## config.mk

```make
export PLATFORM = sky130hd
export DESIGN_NAME = ipm_sync_fifo_ctrl_v1_0_flat
export DESIGN_NICKNAME = d
export VERILOG_FILES = /design/src/rtl/ipm_sync_fifo_ctrl_v1_0_if.sv /design/src/rtl/ipm_sync_fifo_ctrl_v1_0.sv /design/src/flat_wrapper.sv
export SDC_FILE = /design/constraint.sdc
export NUM_CORES = 1
export LEC_CHECK = 0
export CORE_MARGIN = 2
export CORE_UTILIZATION = 50
export CTS_BUF_LIST = sky130_fd_sc_hd__clkbuf_8
export DETAILED_ROUTE_END_ITERATION = 10
export GPL_ROUTABILITY_DRIVEN = 0
export HOLD_SLACK_MARGIN = 0.12
export PLACE_DENSITY = 0.87
export SYNTH_ARGS = -nofsm -noshare
export SYNTH_HDL_FRONTEND = slang
export SYNTH_SLANG_ARGS = --single-unit
```

## constraint.sdc

```tcl
create_clock -name clk -period 5.8 [get_ports clk]
set_clock_uncertainty 0.2 [all_clocks]
set_input_delay 1.16 -clock clk [delete_from_list [all_inputs] [get_ports clk]]
set_output_delay 1.16 -clock clk [all_outputs]
set_load 0.05 [all_outputs]
```

## src/rtl/ipm_sync_fifo_ctrl_v1_0_if.sv

```systemverilog
// Request/status bundle of the sync FIFO controller plus its side-band port to the distributed SDPRAM.
// slave = controller side; master = user logic together with the RAM read-data return.
interface ipm_sync_fifo_ctrl_v1_0_if #(
    parameter int ADDR_WIDTH = 4,
    parameter int DATA_WIDTH = 4
);
    logic                  wr_en;
    logic [DATA_WIDTH-1:0] wr_data;
    logic                  rd_en;
    logic [DATA_WIDTH-1:0] rd_data;
    logic                  rd_valid;
    logic                  full;
    logic                  almost_full;
    logic                  empty;
    logic                  almost_empty;
    logic [ADDR_WIDTH:0]   water_level;
    logic                  overflow;
    logic                  underflow;
    logic                  ram_wr_en;
    logic [ADDR_WIDTH-1:0] ram_wr_addr;
    logic [DATA_WIDTH-1:0] ram_wr_data;
    logic [ADDR_WIDTH-1:0] ram_rd_addr;
    logic [DATA_WIDTH-1:0] ram_rd_data;

    modport slave (
        input  wr_en, wr_data, rd_en, ram_rd_data,
        output rd_data, rd_valid, full, almost_full, empty, almost_empty,
               water_level, overflow, underflow,
               ram_wr_en, ram_wr_addr, ram_wr_data, ram_rd_addr
    );

    modport master (
        output wr_en, wr_data, rd_en, ram_rd_data,
        input  rd_data, rd_valid, full, almost_full, empty, almost_empty,
               water_level, overflow, underflow,
               ram_wr_en, ram_wr_addr, ram_wr_data, ram_rd_addr
    );
endinterface

```

## src/rtl/ipm_sync_fifo_ctrl_v1_0.sv

```systemverilog
// Single-clock FIFO controller for an external distributed SDPRAM; read data is 1 cycle after rd_en.
// Backpressure: writes when full / reads when empty are dropped and flagged by overflow/underflow pulses.
module ipm_sync_fifo_ctrl_v1_0 #(
    parameter int ADDR_WIDTH = 4,
    parameter int DATA_WIDTH = 4,
    parameter int AF_LEVEL   = (1 << ADDR_WIDTH) - 2,
    parameter int AE_LEVEL   = 2
) (
    input  logic                     clk,
    input  logic                     rst,
    ipm_sync_fifo_ctrl_v1_0_if.slave bus
);
    localparam int D  = 1 << ADDR_WIDTH;
    localparam int PW = ADDR_WIDTH + 1;

    if (ADDR_WIDTH < 4 || ADDR_WIDTH > 10 || DATA_WIDTH < 1 || DATA_WIDTH > 256) begin : g_bad_width
        $error("ipm_sync_fifo_ctrl_v1_0: ADDR_WIDTH must be 4..10 and DATA_WIDTH 1..256");
    end
    if (AE_LEVEL < 0 || AE_LEVEL >= AF_LEVEL || AF_LEVEL > D) begin : g_bad_levels
        $error("ipm_sync_fifo_ctrl_v1_0: need 0 <= AE_LEVEL < AF_LEVEL <= 2**ADDR_WIDTH");
    end

    logic                  wr_acc, rd_acc;
    logic [PW-1:0]         wptr_q, wptr_d, rptr_q, rptr_d, count_d;
    logic [DATA_WIDTH-1:0] rd_data_q, rd_data_d;
    logic                  rd_valid_q, rd_valid_d;
    logic                  full_q, full_d, almost_full_q, almost_full_d;
    logic                  empty_q, empty_d, almost_empty_q, almost_empty_d;
    logic                  overflow_q, overflow_d, underflow_q, underflow_d;

    // Occupancy is the wrap-aware pointer difference, so it cannot drift from the pointers.
    always_comb begin
        wr_acc         = bus.wr_en & ~full_q;
        rd_acc         = bus.rd_en & ~empty_q;
        wptr_d         = wptr_q + PW'(wr_acc);
        rptr_d         = rptr_q + PW'(rd_acc);
        count_d        = wptr_d - rptr_d;
        full_d         = (count_d == PW'(D));
        almost_full_d  = (count_d >= PW'(AF_LEVEL));
        empty_d        = (count_d == '0);
        almost_empty_d = (count_d <= PW'(AE_LEVEL));
        rd_data_d      = rd_acc ? bus.ram_rd_data : rd_data_q;
        rd_valid_d     = rd_acc;
        overflow_d     = bus.wr_en & full_q;
        underflow_d    = bus.rd_en & empty_q;
    end

    always_ff @(posedge clk or posedge rst) begin
        if (rst) begin
            wptr_q         <= '0;
            rptr_q         <= '0;
            rd_data_q      <= '0;
            rd_valid_q     <= 1'b0;
            full_q         <= 1'b0;
            almost_full_q  <= 1'b0;
            empty_q        <= 1'b1;
            almost_empty_q <= 1'b1;
            overflow_q     <= 1'b0;
            underflow_q    <= 1'b0;
        end else begin
            wptr_q         <= wptr_d;
            rptr_q         <= rptr_d;
            rd_data_q      <= rd_data_d;
            rd_valid_q     <= rd_valid_d;
            full_q         <= full_d;
            almost_full_q  <= almost_full_d;
            empty_q        <= empty_d;
            almost_empty_q <= almost_empty_d;
            overflow_q     <= overflow_d;
            underflow_q    <= underflow_d;
        end
    end

    // RAM captures the write on the same edge that advances wptr.
    assign bus.ram_wr_en    = wr_acc;
    assign bus.ram_wr_addr  = wptr_q[ADDR_WIDTH-1:0];
    assign bus.ram_wr_data  = bus.wr_data;
    assign bus.ram_rd_addr  = rptr_q[ADDR_WIDTH-1:0];

    assign bus.rd_data      = rd_data_q;
    assign bus.rd_valid     = rd_valid_q;
    assign bus.full         = full_q;
    assign bus.almost_full  = almost_full_q;
    assign bus.empty        = empty_q;
    assign bus.almost_empty = almost_empty_q;
    assign bus.water_level  = wptr_q - rptr_q;
    assign bus.overflow     = overflow_q;
    assign bus.underflow    = underflow_q;
endmodule

```

## src/flat_wrapper.sv

```systemverilog
// flat-port wrapper written by rule: the top's interface ports become plain ports
module ipm_sync_fifo_ctrl_v1_0_flat 
#(
    parameter int ADDR_WIDTH = 4,
    parameter int DATA_WIDTH = 4,
    parameter int AF_LEVEL   = (1 << ADDR_WIDTH) - 2,
    parameter int AE_LEVEL   = 2
)
  (clk, rst, bus_wr_en, bus_wr_data, bus_rd_en, bus_ram_rd_data, bus_rd_data, bus_rd_valid, bus_full, bus_almost_full, bus_empty, bus_almost_empty, bus_water_level, bus_overflow, bus_underflow, bus_ram_wr_en, bus_ram_wr_addr, bus_ram_wr_data, bus_ram_rd_addr);
  ipm_sync_fifo_ctrl_v1_0_if #(.ADDR_WIDTH(ADDR_WIDTH), .DATA_WIDTH(DATA_WIDTH)) bus_i ();
  input  logic clk;
  input  logic rst;
  input wire logic [$bits(bus_i.wr_en)-1:0] bus_wr_en;
  input wire logic [$bits(bus_i.wr_data)-1:0] bus_wr_data;
  input wire logic [$bits(bus_i.rd_en)-1:0] bus_rd_en;
  input wire logic [$bits(bus_i.ram_rd_data)-1:0] bus_ram_rd_data;
  output wire logic [$bits(bus_i.rd_data)-1:0] bus_rd_data;
  output wire logic [$bits(bus_i.rd_valid)-1:0] bus_rd_valid;
  output wire logic [$bits(bus_i.full)-1:0] bus_full;
  output wire logic [$bits(bus_i.almost_full)-1:0] bus_almost_full;
  output wire logic [$bits(bus_i.empty)-1:0] bus_empty;
  output wire logic [$bits(bus_i.almost_empty)-1:0] bus_almost_empty;
  output wire logic [$bits(bus_i.water_level)-1:0] bus_water_level;
  output wire logic [$bits(bus_i.overflow)-1:0] bus_overflow;
  output wire logic [$bits(bus_i.underflow)-1:0] bus_underflow;
  output wire logic [$bits(bus_i.ram_wr_en)-1:0] bus_ram_wr_en;
  output wire logic [$bits(bus_i.ram_wr_addr)-1:0] bus_ram_wr_addr;
  output wire logic [$bits(bus_i.ram_wr_data)-1:0] bus_ram_wr_data;
  output wire logic [$bits(bus_i.ram_rd_addr)-1:0] bus_ram_rd_addr;
  assign bus_i.wr_en = bus_wr_en;
  assign bus_i.wr_data = bus_wr_data;
  assign bus_i.rd_en = bus_rd_en;
  assign bus_i.ram_rd_data = bus_ram_rd_data;
  assign bus_rd_data = bus_i.rd_data;
  assign bus_rd_valid = bus_i.rd_valid;
  assign bus_full = bus_i.full;
  assign bus_almost_full = bus_i.almost_full;
  assign bus_empty = bus_i.empty;
  assign bus_almost_empty = bus_i.almost_empty;
  assign bus_water_level = bus_i.water_level;
  assign bus_overflow = bus_i.overflow;
  assign bus_underflow = bus_i.underflow;
  assign bus_ram_wr_en = bus_i.ram_wr_en;
  assign bus_ram_wr_addr = bus_i.ram_wr_addr;
  assign bus_ram_wr_data = bus_i.ram_wr_data;
  assign bus_ram_rd_addr = bus_i.ram_rd_addr;
  ipm_sync_fifo_ctrl_v1_0 #(.ADDR_WIDTH(ADDR_WIDTH), .DATA_WIDTH(DATA_WIDTH), .AF_LEVEL(AF_LEVEL), .AE_LEVEL(AE_LEVEL)) u_core (.clk(clk), .rst(rst), .bus(bus_i));
endmodule
```

== After elaboration in Yosys (flattened, before gate mapping) ==
Index checks and enable logic that the tools add are counted.
Word-level totals
  flip-flop bits (word level): 21
  logic and storage cells: 24
Operators by class
  $add $sub $neg: 4
  order comparisons: 2
  equality and inequality tests: 1
  bitwise logic cells: 6
  reductions and logical operators: 1
Operators by type and width (count)
  $add 5x1->5: 2
  $sub 5x5->5: 2
  $eq 5x5->1 const B: 1
  $ge 5x4->1 const B: 1
  $le 5x2->1 const B: 1
  $logic_not 5->1: 1
  $and 1x1->1: 4
  $not 1->1: 2

== Longest topological paths before layout ==
Gate-level depths: netlist of the first run.
  depth in word-level cells: 5
  depth in mapped cells: 11

== Worst setup path before layout of the first run ==
OpenSTA, ideal clock, no wires.
  path kind: input to register
  start point: input bus_wr_en
  end point: register u_core.empty_q (netlist: u_core.bus.empty)
  data arrival time: 3548 ps
  required time: 5518 ps
  slack: 1970 ps
  stages on the path: 10
  buffers on the path: 0
  cells stage by stage: nor2b_1 > ha_1 > ha_1 > xor2_1 > ha_1 > nor2b_1 > o21ai_0 > nand2b_1 > xor2_1 > nor3_1
On the way
  longest elaborated chain between the ends: 4
Ends and longest elaborated chain
  start, declared: RTL line flat_wrapper.sv:13  | input wire logic [$bits(bus_i.wr_en)-1:0] bus_wr_en;
  $and 1x1->1: RTL line ipm_sync_fifo_ctrl_v1_0.sv:33  | wr_acc = bus.wr_en & ~full_q;
  $add 5x1->5: RTL line ipm_sync_fifo_ctrl_v1_0.sv:35  | wptr_d = wptr_q + PW'(wr_acc);
  named net u_core.wptr_d[2]: RTL line ipm_sync_fifo_ctrl_v1_0.sv:24  | logic [PW-1:0] wptr_q, wptr_d, rptr_q, rptr_d, count_d;
  $sub 5x5->5: RTL line ipm_sync_fifo_ctrl_v1_0.sv:37  | count_d = wptr_d - rptr_d;
  $logic_not 5->1: RTL line ipm_sync_fifo_ctrl_v1_0.sv:40  | empty_d = (count_d == '0);
  named net u_core.empty_d: RTL line ipm_sync_fifo_ctrl_v1_0.sv:28  | logic empty_q, empty_d, almost_empty_q, almost_empty_d;
  end signal, assigned: RTL line ipm_sync_fifo_ctrl_v1_0.sv:67  | empty_q <= empty_d;
  end, declared: RTL line ipm_sync_fifo_ctrl_v1_0.sv:28
The timed path passes the listed nets, and every way through them passes these cells.
A chain may end at the register's enable or synchronous reset.

== Worst setup path after layout of the first run ==
  start point: input bus_rd_en
  end point: register u_core.full_q (netlist: u_core.bus.full)
On the way
  longest elaborated chain between the ends: 4
Ends and longest elaborated chain
  start, declared: RTL line flat_wrapper.sv:15  | input wire logic [$bits(bus_i.rd_en)-1:0] bus_rd_en;
  $and 1x1->1: RTL line ipm_sync_fifo_ctrl_v1_0.sv:34  | rd_acc = bus.rd_en & ~empty_q;
  $add 5x1->5: RTL line ipm_sync_fifo_ctrl_v1_0.sv:36  | rptr_d = rptr_q + PW'(rd_acc);
  $sub 5x5->5: RTL line ipm_sync_fifo_ctrl_v1_0.sv:37
  $eq 5x5->1: RTL line ipm_sync_fifo_ctrl_v1_0.sv:38  | full_d = (count_d == PW'(D));
  named net u_core.full_d: RTL line ipm_sync_fifo_ctrl_v1_0.sv:27  | logic full_q, full_d, almost_full_q, almost_full_d;
  end signal, assigned: RTL line ipm_sync_fifo_ctrl_v1_0.sv:65  | full_q <= full_d;
  end, declared: RTL line ipm_sync_fifo_ctrl_v1_0.sv:27
The timed path passes the listed nets, and every way through them passes these cells.

==> qor.yml, run 1 <==
cts-resized-gates: 0
routed_wl_um: 2340
syn_inst: 107
cp.required_ps: 5760
grt_pass1_vias: 813
yosysTopAreaCellShare_pct: 39.6
die_w_um: 53.0
overflow: 0
cts_tree: "done"
dieArea_mm2: 0.00281
fin_tns_setup_ps: 0
cts_buffer_depth: 2
start_util_pct: 53.7
cts-root-buf: "clkbuf_8"
cpMostUsedCell: "ha_1"
wl_per_cell_um: 14.8
yosysSeqAreaShare_pct: 44.0
critPathLaunchType: "primary input"
crit_family: "adder cells"
clkSinkCount: 21
postCtsHoldBufs: 0
outcome: "finished, final reports clean"
area_growth_syn_to_layout_pct: 25.7
drive_gt1_share_pct: 10.0
post_cts_buffers: 0
fin_nets: 157
synth_area_leaders: "dfrtp_1 40%, ha_1 13%, buf_4 7.5%, xnor2_1 7.3%, inv_1 4.7%"
path_class: "primary input to flop"
report.final.slew_viol_count: 0
setup_violations: 0
whs_path_depth: 1
cts_max_level: 1
syn_area_per_cell_um2: 11.2
via_per_inst: 4.85
ant_nets: 0
max_cap_viol_count: 0
place_inst: 154
critPathMaxStageDelay_ps: 490
core_region_area_mm2: 0.00223
stdcell_count: 158
num_vias: 767
antenna_cells: 0
critPathArrivalTime_ps: 3980
fin_crit_ps: 4020
path_depth: 11
drtIter0Drc: 7
grt_usage_pct: 19.5
dp_hpwl_um: 1890
fmax_mhz: 249
fp-row-count: 17
rr_worst_depth: 10
hold_viol_final: 0
yosysWarnings: 0
cp_cell_sequence: "clkdlybuf4s50_1 -> nor2b_1 -> ha_1 -> ha_1 -> xnor2_1 -> ha_1 -> a21oi_1 -> o21ai_0 -> xnor2_1 -> nand2_1 -> nor3_1"
insertion_delay_ps: 260
grt_pass1_wl_um: 3710
cts_buffers: 3
r2r_setup_slack_ps: 2820
portBuffers: 32
finalCritPeriodShare_pct: 69.4
worst_r2r_endpoint: "u_core.bus.full"
end_kind: "flop"
rsz0062_at_grt: "no"
firstDrtPassIters: 2
layout_common_cells: "32 x clkdlybuf4s50_1, 19 x dfrtp_1, 15 x inv_1"
hp-class: "flop to flop"
antenna_found_initial: 0
synth_top_area_cell: "dfrtp_1"
grt_max_degree: 22
ys_types: 23
critPathLaunch: "bus_rd_en"
ios: 41
crit_buf_inv: 1
max-slew-margin-rel_pct: 48.2
drcViolationCount: 0
r2r_start: "u_core.bus.empty"
tightest_slew_ps: 776
die_h_um: 53.0
synth-seq-cells: 21
layout_commonest_cell: "clkdlybuf4s50_1"
clk_pin_slew_worst_paths_ps: 70
netlist_area_mm2: 0.00120
crit_end: "u_core.bus.full"
worst-path-max-fanout: 6
critPathSlowestCell: "clkdlybuf4s50_1"
syn_nets: 133
-- final cells by class --
type,count,area (um^2)
Fill cell,174,726
Timing Repair Buffer,32,320
Sequential cell,21,528
Inverter,15,56.3
Clock inverter,1,5.00
Tap cell,28,35.0
Clock buffer,3,41.3
Multi-Input combinational cell,58,522
-- routing by layer --
layer	routed length (um)	vias to the layer above	global-route usage, %
met5	0	-	0
met4	50	0	11.5
met3	55	4	1.98
met2	1330	17	35.4
met1	912	371	21.7
li1	-	375	-
-- worst min-delay path by stage --
stage                                  endpoint                  start
after global placement    u_core.bus.rd_data[0]  u_core.bus.rd_data[0]
after detailed placement    u_core.bus.overflow        u_core.bus.full
after global routing      u_core.bus.rd_data[3]  u_core.bus.rd_data[3]
after floorplan                u_core.wptr_q[3]       u_core.wptr_q[3]
final                       u_core.bus.overflow        u_core.bus.full
after CTS                   u_core.bus.overflow        u_core.bus.full
-- cell families (layout without fill, tap and decap cells) --
logic type	Yosys count	in the layout	share of synthesized area, %
fa+ha+maj	14	14	15.8
simple gates	17	17	7.72
buf+inv	28	51	12.5
compound gates	8	8	3.96
flops	21	21	44.0
xor+xnor	15	15	12.2
mux	4	4	3.75
-- metrics by stage --
step                utilization, %  worst slack, ps  area [um^2]  hold WS [ps]
detailed placement            65.4             1670         1460           303
floorplan                        -             1970         1200           316
finish                        67.5             1780         1510           314
global placement              65.4             1820         1460           294
global route                  67.5             1680         1510           340
CTS                           67.5             1770         1510           321
-- Yosys cell counts --
cell type,instances
nand3_2,1
buf_4,12
fa_1,2
xnor2_2,2
a21oi_1,3
xnor2_1,10
a21o_1,2
mux2_2,4
nor3_1,3
nor2b_1,3
nand2b_1,1
o31ai_1,1
nand2_1,3
nand3_1,3
dfrtp_1,19
and2_1,2
nor2_1,1
clkbuf_1,1
xor2_1,3
ha_1,12
o21ai_0,2
dfstp_2,2
inv_1,15
Power of run 1 is not shown: default switching activity piles up to over one toggle a cycle in this logic, so the estimate is an artifact.
==> inputs of run 2 (changes only) <==
- CORE_UTILIZATION: 50 -> 46
- PLACE_DENSITY: 0.87 -> 0.81
- clock period: 5.8 -> 4.05 ns (I/O delays scaled with it)
==> run 2 against run 1 <==
Net effect:
- global-route usage is 2.7 points lower
- setup slack got worse by 1300 ps
- critical path type is now flop to output pin
- sequential share of layout area shrank 0.23 points
- non-clock buffer count grew 1
- die area up 8.0%
- flip-flop and latch count is the same
- highest routed layer unchanged
- largest cell class unchanged
- critical endpoint is now bus_water_level[4]
==> qor.yml, run 2 (same netlist as run 1, synthesis figures left out) <==
outcome: "finished, final reports clean"
wl_per_cell_um: 14.1
critPathArrivalTime_ps: 2520
layout_common_cells: "32 x clkdlybuf4s50_1, 19 x dfrtp_1, 15 x inv_1"
antenna_found_initial: 0
postCtsHoldBufs: 0
cts_buffer_depth: 2
num_vias: 786
report.final.slew_viol_count: 0
setup_violations: 0
hp-start: "u_core.bus.rd_data[1]"
fp-row-count: 18
critPathLaunchType: "flop"
tightest_slew_ps: 781
finalCritPeriodShare_pct: 87.2
grt_usage_pct: 16.8
crit_buf_inv: 2
r2r_setup_slack_ps: 1270
antenna_cells: 0
cts_max_level: 1
critPathSlowestCell: "clkdlybuf4s50_1"
start_util_pct: 48.4
crit_family: "buffers and inverters"
via_per_inst: 4.88
grt_pass1_vias: 781
die_w_um: 55.1
ant_nets: 0
cp_cell_sequence: "ha_1 -> fa_1 -> inv_1 -> a21o_1 -> a21oi_1 -> xnor2_1 -> clkdlybuf4s50_1"
hp-class: "flop to flop"
hold_viol_final: 0
min_to: "u_core.bus.rd_data[1]"
area_growth_syn_to_layout_pct: 26.5
layout_commonest_cell: "clkdlybuf4s50_1"
whs_path_depth: 1
fmax_mhz: 283
cts_tree: "done"
core_region_area_mm2: 0.00248
n_fill_cell: 207
rr_worst_depth: 10
worst-path-max-fanout: 3
fin_tns_setup_ps: 0
overflow: 0
drcViolationCount: 0
path_class: "flop to output pin"
max_cap_viol_count: 0
firstDrtPassIters: 4
fin_nets: 158
max-slew-margin-rel_pct: 47.9
cts-resized-gates: 0
r2r_start: "u_core.bus.empty"
post_cts_buffers: 0
worst_r2r_endpoint: "u_core.bus.full"
grt_max_degree: 22
cp.required_ps: 3040
ios: 41
insertion_delay_ps: 260
cts-root-buf: "clkbuf_8"
routed_wl_um: 2270
portBuffers: 32
end_kind: "output pin"
clkSinkCount: 21
dp_hpwl_um: 1810
fin_crit_ps: 3530
rsz0062_at_grt: "no"
clk_pin_slew_worst_paths_ps: 80
grt_pass1_wl_um: 3450
drtIter0Drc: 5
cts_buffers: 3
die_h_um: 55.1
dieArea_mm2: 0.00303
critPathMaxStageDelay_ps: 810
drive_gt1_share_pct: 10.7
==> run 2: layout make-up <==
class / instances / area, um^2 / share of cell area, %
clock inverters: 1 / 5.00 / 0.330
well taps: 30 / 37.5 / 2.47
clock buffers: 3 / 41.3 / 2.72
inverters: 15 / 56.3 / 3.71
multi-input cells: 58 / 522 / 34.4
flip-flops and latches: 21 / 528 / 34.8
repair buffers: 33 / 328 / 21.6
==> run 2: metal layers <==
layer	vias up	track usage, %	wire, um
li1	379	-	-
met1	376	19.7	926
met2	26	31.2	1210
met3	5	0.806	87
met4	0	7.72	45
met5	-	0	0
==> run 2: how the worst max path moves through the flow <==
stage	cells after the start	startpoint	to	slack, ps
after CTS	7	u_core.rptr_q[0]	bus_water_level[4]	490
after floorplan	10	bus_wr_en	u_core.bus.empty	570
final	7	u_core.rptr_q[0]	bus_water_level[4]	520
after detailed placement	11	bus_wr_en	u_core.bus.full	490
after global routing	7	u_core.rptr_q[0]	bus_water_level[4]	410
after global placement	11	bus_wr_en	u_core.bus.empty	620
==> run 2: per-stage QoR <==
stage	utilization, %	hold slack [ps]	std cells	cell area [um^2]	worst slack, ps
4_1_cts	61.3	319	161	1520	488
3_3_place_gp	59.4	290	157	1470	623
5_1_grt	61.3	340	161	1520	410
3_5_place_dp	59.4	301	157	1470	491
6_report	61.3	311	161	1520	517
2_1_floorplan	-	316	107	1200	570
Power of run 2 is left out for the same reason.
==> inputs of run 3 (changes only) <==
- CELL_PAD_IN_SITES_DETAIL_PLACEMENT: not set -> 0
- CELL_PAD_IN_SITES_GLOBAL_PLACEMENT: not set -> 1
- CORE_MARGIN: 2 -> 10
- CORE_UTILIZATION: 46 -> 34
- CTS_BUF_LIST: sky130_fd_sc_hd__clkbuf_8 -> sky130_fd_sc_hd__clkbuf_8 sky130_fd_sc_hd__clkbuf_16
- PLACE_DENSITY: 0.81 -> not set
- PLACE_DENSITY_LB_ADDON: not set -> 0.1
==> run 3 against run 2 <==
Net effect:
- flip-flop and latch count unchanged
- clock-buffer cell count did not move
- register-to-register slack better by 160 ps
- highest routed layer unchanged
- final area grew 1.3%
- wire length up 6.0%
- global-route usage fell by 8.7 points
- hold slack worse by 1.2 ps
- via count down 3.3%
- setup slack improved by 24 ps
- non-clock buffer count unchanged
- cell count rose by 9.9%
- die area is 110% higher
==> qor.yml, run 3 (same netlist as run 1, synthesis figures left out) <==
r2r_start: "u_core.bus.empty"
layout_commonest_cell: "clkdlybuf4s50_1"
drcViolationCount: 0
overflow: 0
fin_nets: 158
worst-path-max-fanout: 3
cts_tree: "done"
max-slew-margin-rel_pct: 47.1
grt_pass1_wl_um: 4020
end_kind: "output pin"
drtIter0Drc: 19
finalCritPeriodShare_pct: 86.6
finalWorstSetupSlack_ps: 542
tightest_slew_ps: 793
antenna_cells: 0
report.final.slew_viol_count: 0
postCtsHoldBufs: 0
dieArea_mm2: 0.00631
crit_end: "bus_water_level[4]"
via_per_inst: 4.29
cts_buffer_depth: 2
cts-resized-gates: 0
clk_pin_slew_worst_paths_ps: 80
portBuffers: 32
r2r_setup_slack_ps: 1430
fp-row-count: 21
worst_r2r_endpoint: "u_core.bus.full"
fmax_mhz: 285
dp_slack_ps: 540
outcome: "finished, final reports clean"
num_vias: 760
hold_viol_final: 0
rr_worst_depth: 10
setup_violations: 0
antenna_found_initial: 0
post_cts_buffers: 0
critPathArrivalTime_ps: 2500
grt_usage_pct: 8.02
dp_hpwl_um: 2050
critPathLaunchType: "flop"
firstDrtPassIters: 2
grt_pass1_vias: 827
rsz0062_at_grt: "no"
critPathLaunch: "u_core.wptr_q[0]"
grt_max_degree: 22
die_w_um: 79.4
place_inst: 173
cts_max_level: 1
cts_buffers: 3
cts-root-buf: "clkbuf_8"
ant_nets: 0
area_growth_syn_to_layout_pct: 28.2
path_class: "flop to output pin"
die_h_um: 79.4
ios: 41
core_region_area_mm2: 0.00336
layout_common_cells: "32 x clkdlybuf4s50_1, 19 x dfrtp_1, 15 x inv_1"
insertion_delay_ps: 260
routed_wl_um: 2410
drive_gt1_share_pct: 10.7
stdcell_count: 177
clkSinkCount: 21
hp-class: "flop to flop"
start_util_pct: 35.7
cp.required_ps: 3040
wl_per_cell_um: 13.6
max_cap_viol_count: 0
fin_crit_ps: 3510
fin_tns_setup_ps: 0
-- run 3: how the worst min path moves through the flow --
stage | cells past startpoint | end | startpoint | slack (ps)
floorplan | 1 | u_core.wptr_q[3] | u_core.wptr_q[3] | 320
global placement | 1 | u_core.bus.rd_data[0] | u_core.bus.rd_data[0] | 290
detailed placement | 1 | u_core.bus.rd_data[0] | u_core.bus.rd_data[0] | 290
CTS | 1 | u_core.bus.rd_data[0] | u_core.bus.rd_data[0] | 310
global route | 1 | u_core.bus.rd_data[2] | u_core.bus.rd_data[2] | 340
finish | 1 | u_core.bus.rd_data[0] | u_core.bus.rd_data[0] | 310
-- run 3: routing by layer --
| metal | vias to the layer above | global-route usage (%) | share of wire [%] |
|---|---|---|---|
| met4 | 0 | 5.73 | 2.8 |
| met1 | 360 | 8.55 | 42 |
| met3 | 7 | 2.48 | 6.9 |
| met2 | 19 | 13.2 | 49 |
| met5 | - | 0 | 0 |
| li1 | 374 | - | - |
-- run 3: worst max-delay path, stage by stage (launching register included) --
cell             delay, ps
dfrtp_1                390
inv_1                   60
ha_1                   200
fa_1                   400
inv_1                   70
a21o_1                 100
a21oi_1                 70
xnor2_1                130
clkdlybuf4s50_1        820
-- run 3: cell type report --
class | count | area (um^2)
multi-input cells | 58 | 522
clock inverters | 1 | 5.00
fillers | 351 | 1830
clock buffers | 3 | 41.3
repair buffers | 33 | 328
well taps | 46 | 57.6
inverters | 15 | 56.3
flip-flops and latches | 21 | 528
-- run 3: stage by stage --
| stage | utilization, % | hold WS, ps | area (um^2) |
|---|---|---|---|
| after floorplan | - | 316 | 1200 |
| after global placement | 44.3 | 289 | 1490 |
| after detailed placement | 44.3 | 294 | 1490 |
| after CTS | 45.7 | 312 | 1540 |
| after global routing | 45.7 | 340 | 1540 |
| final | 45.7 | 310 | 1540 |
Power of run 3 is left out for the same reason.
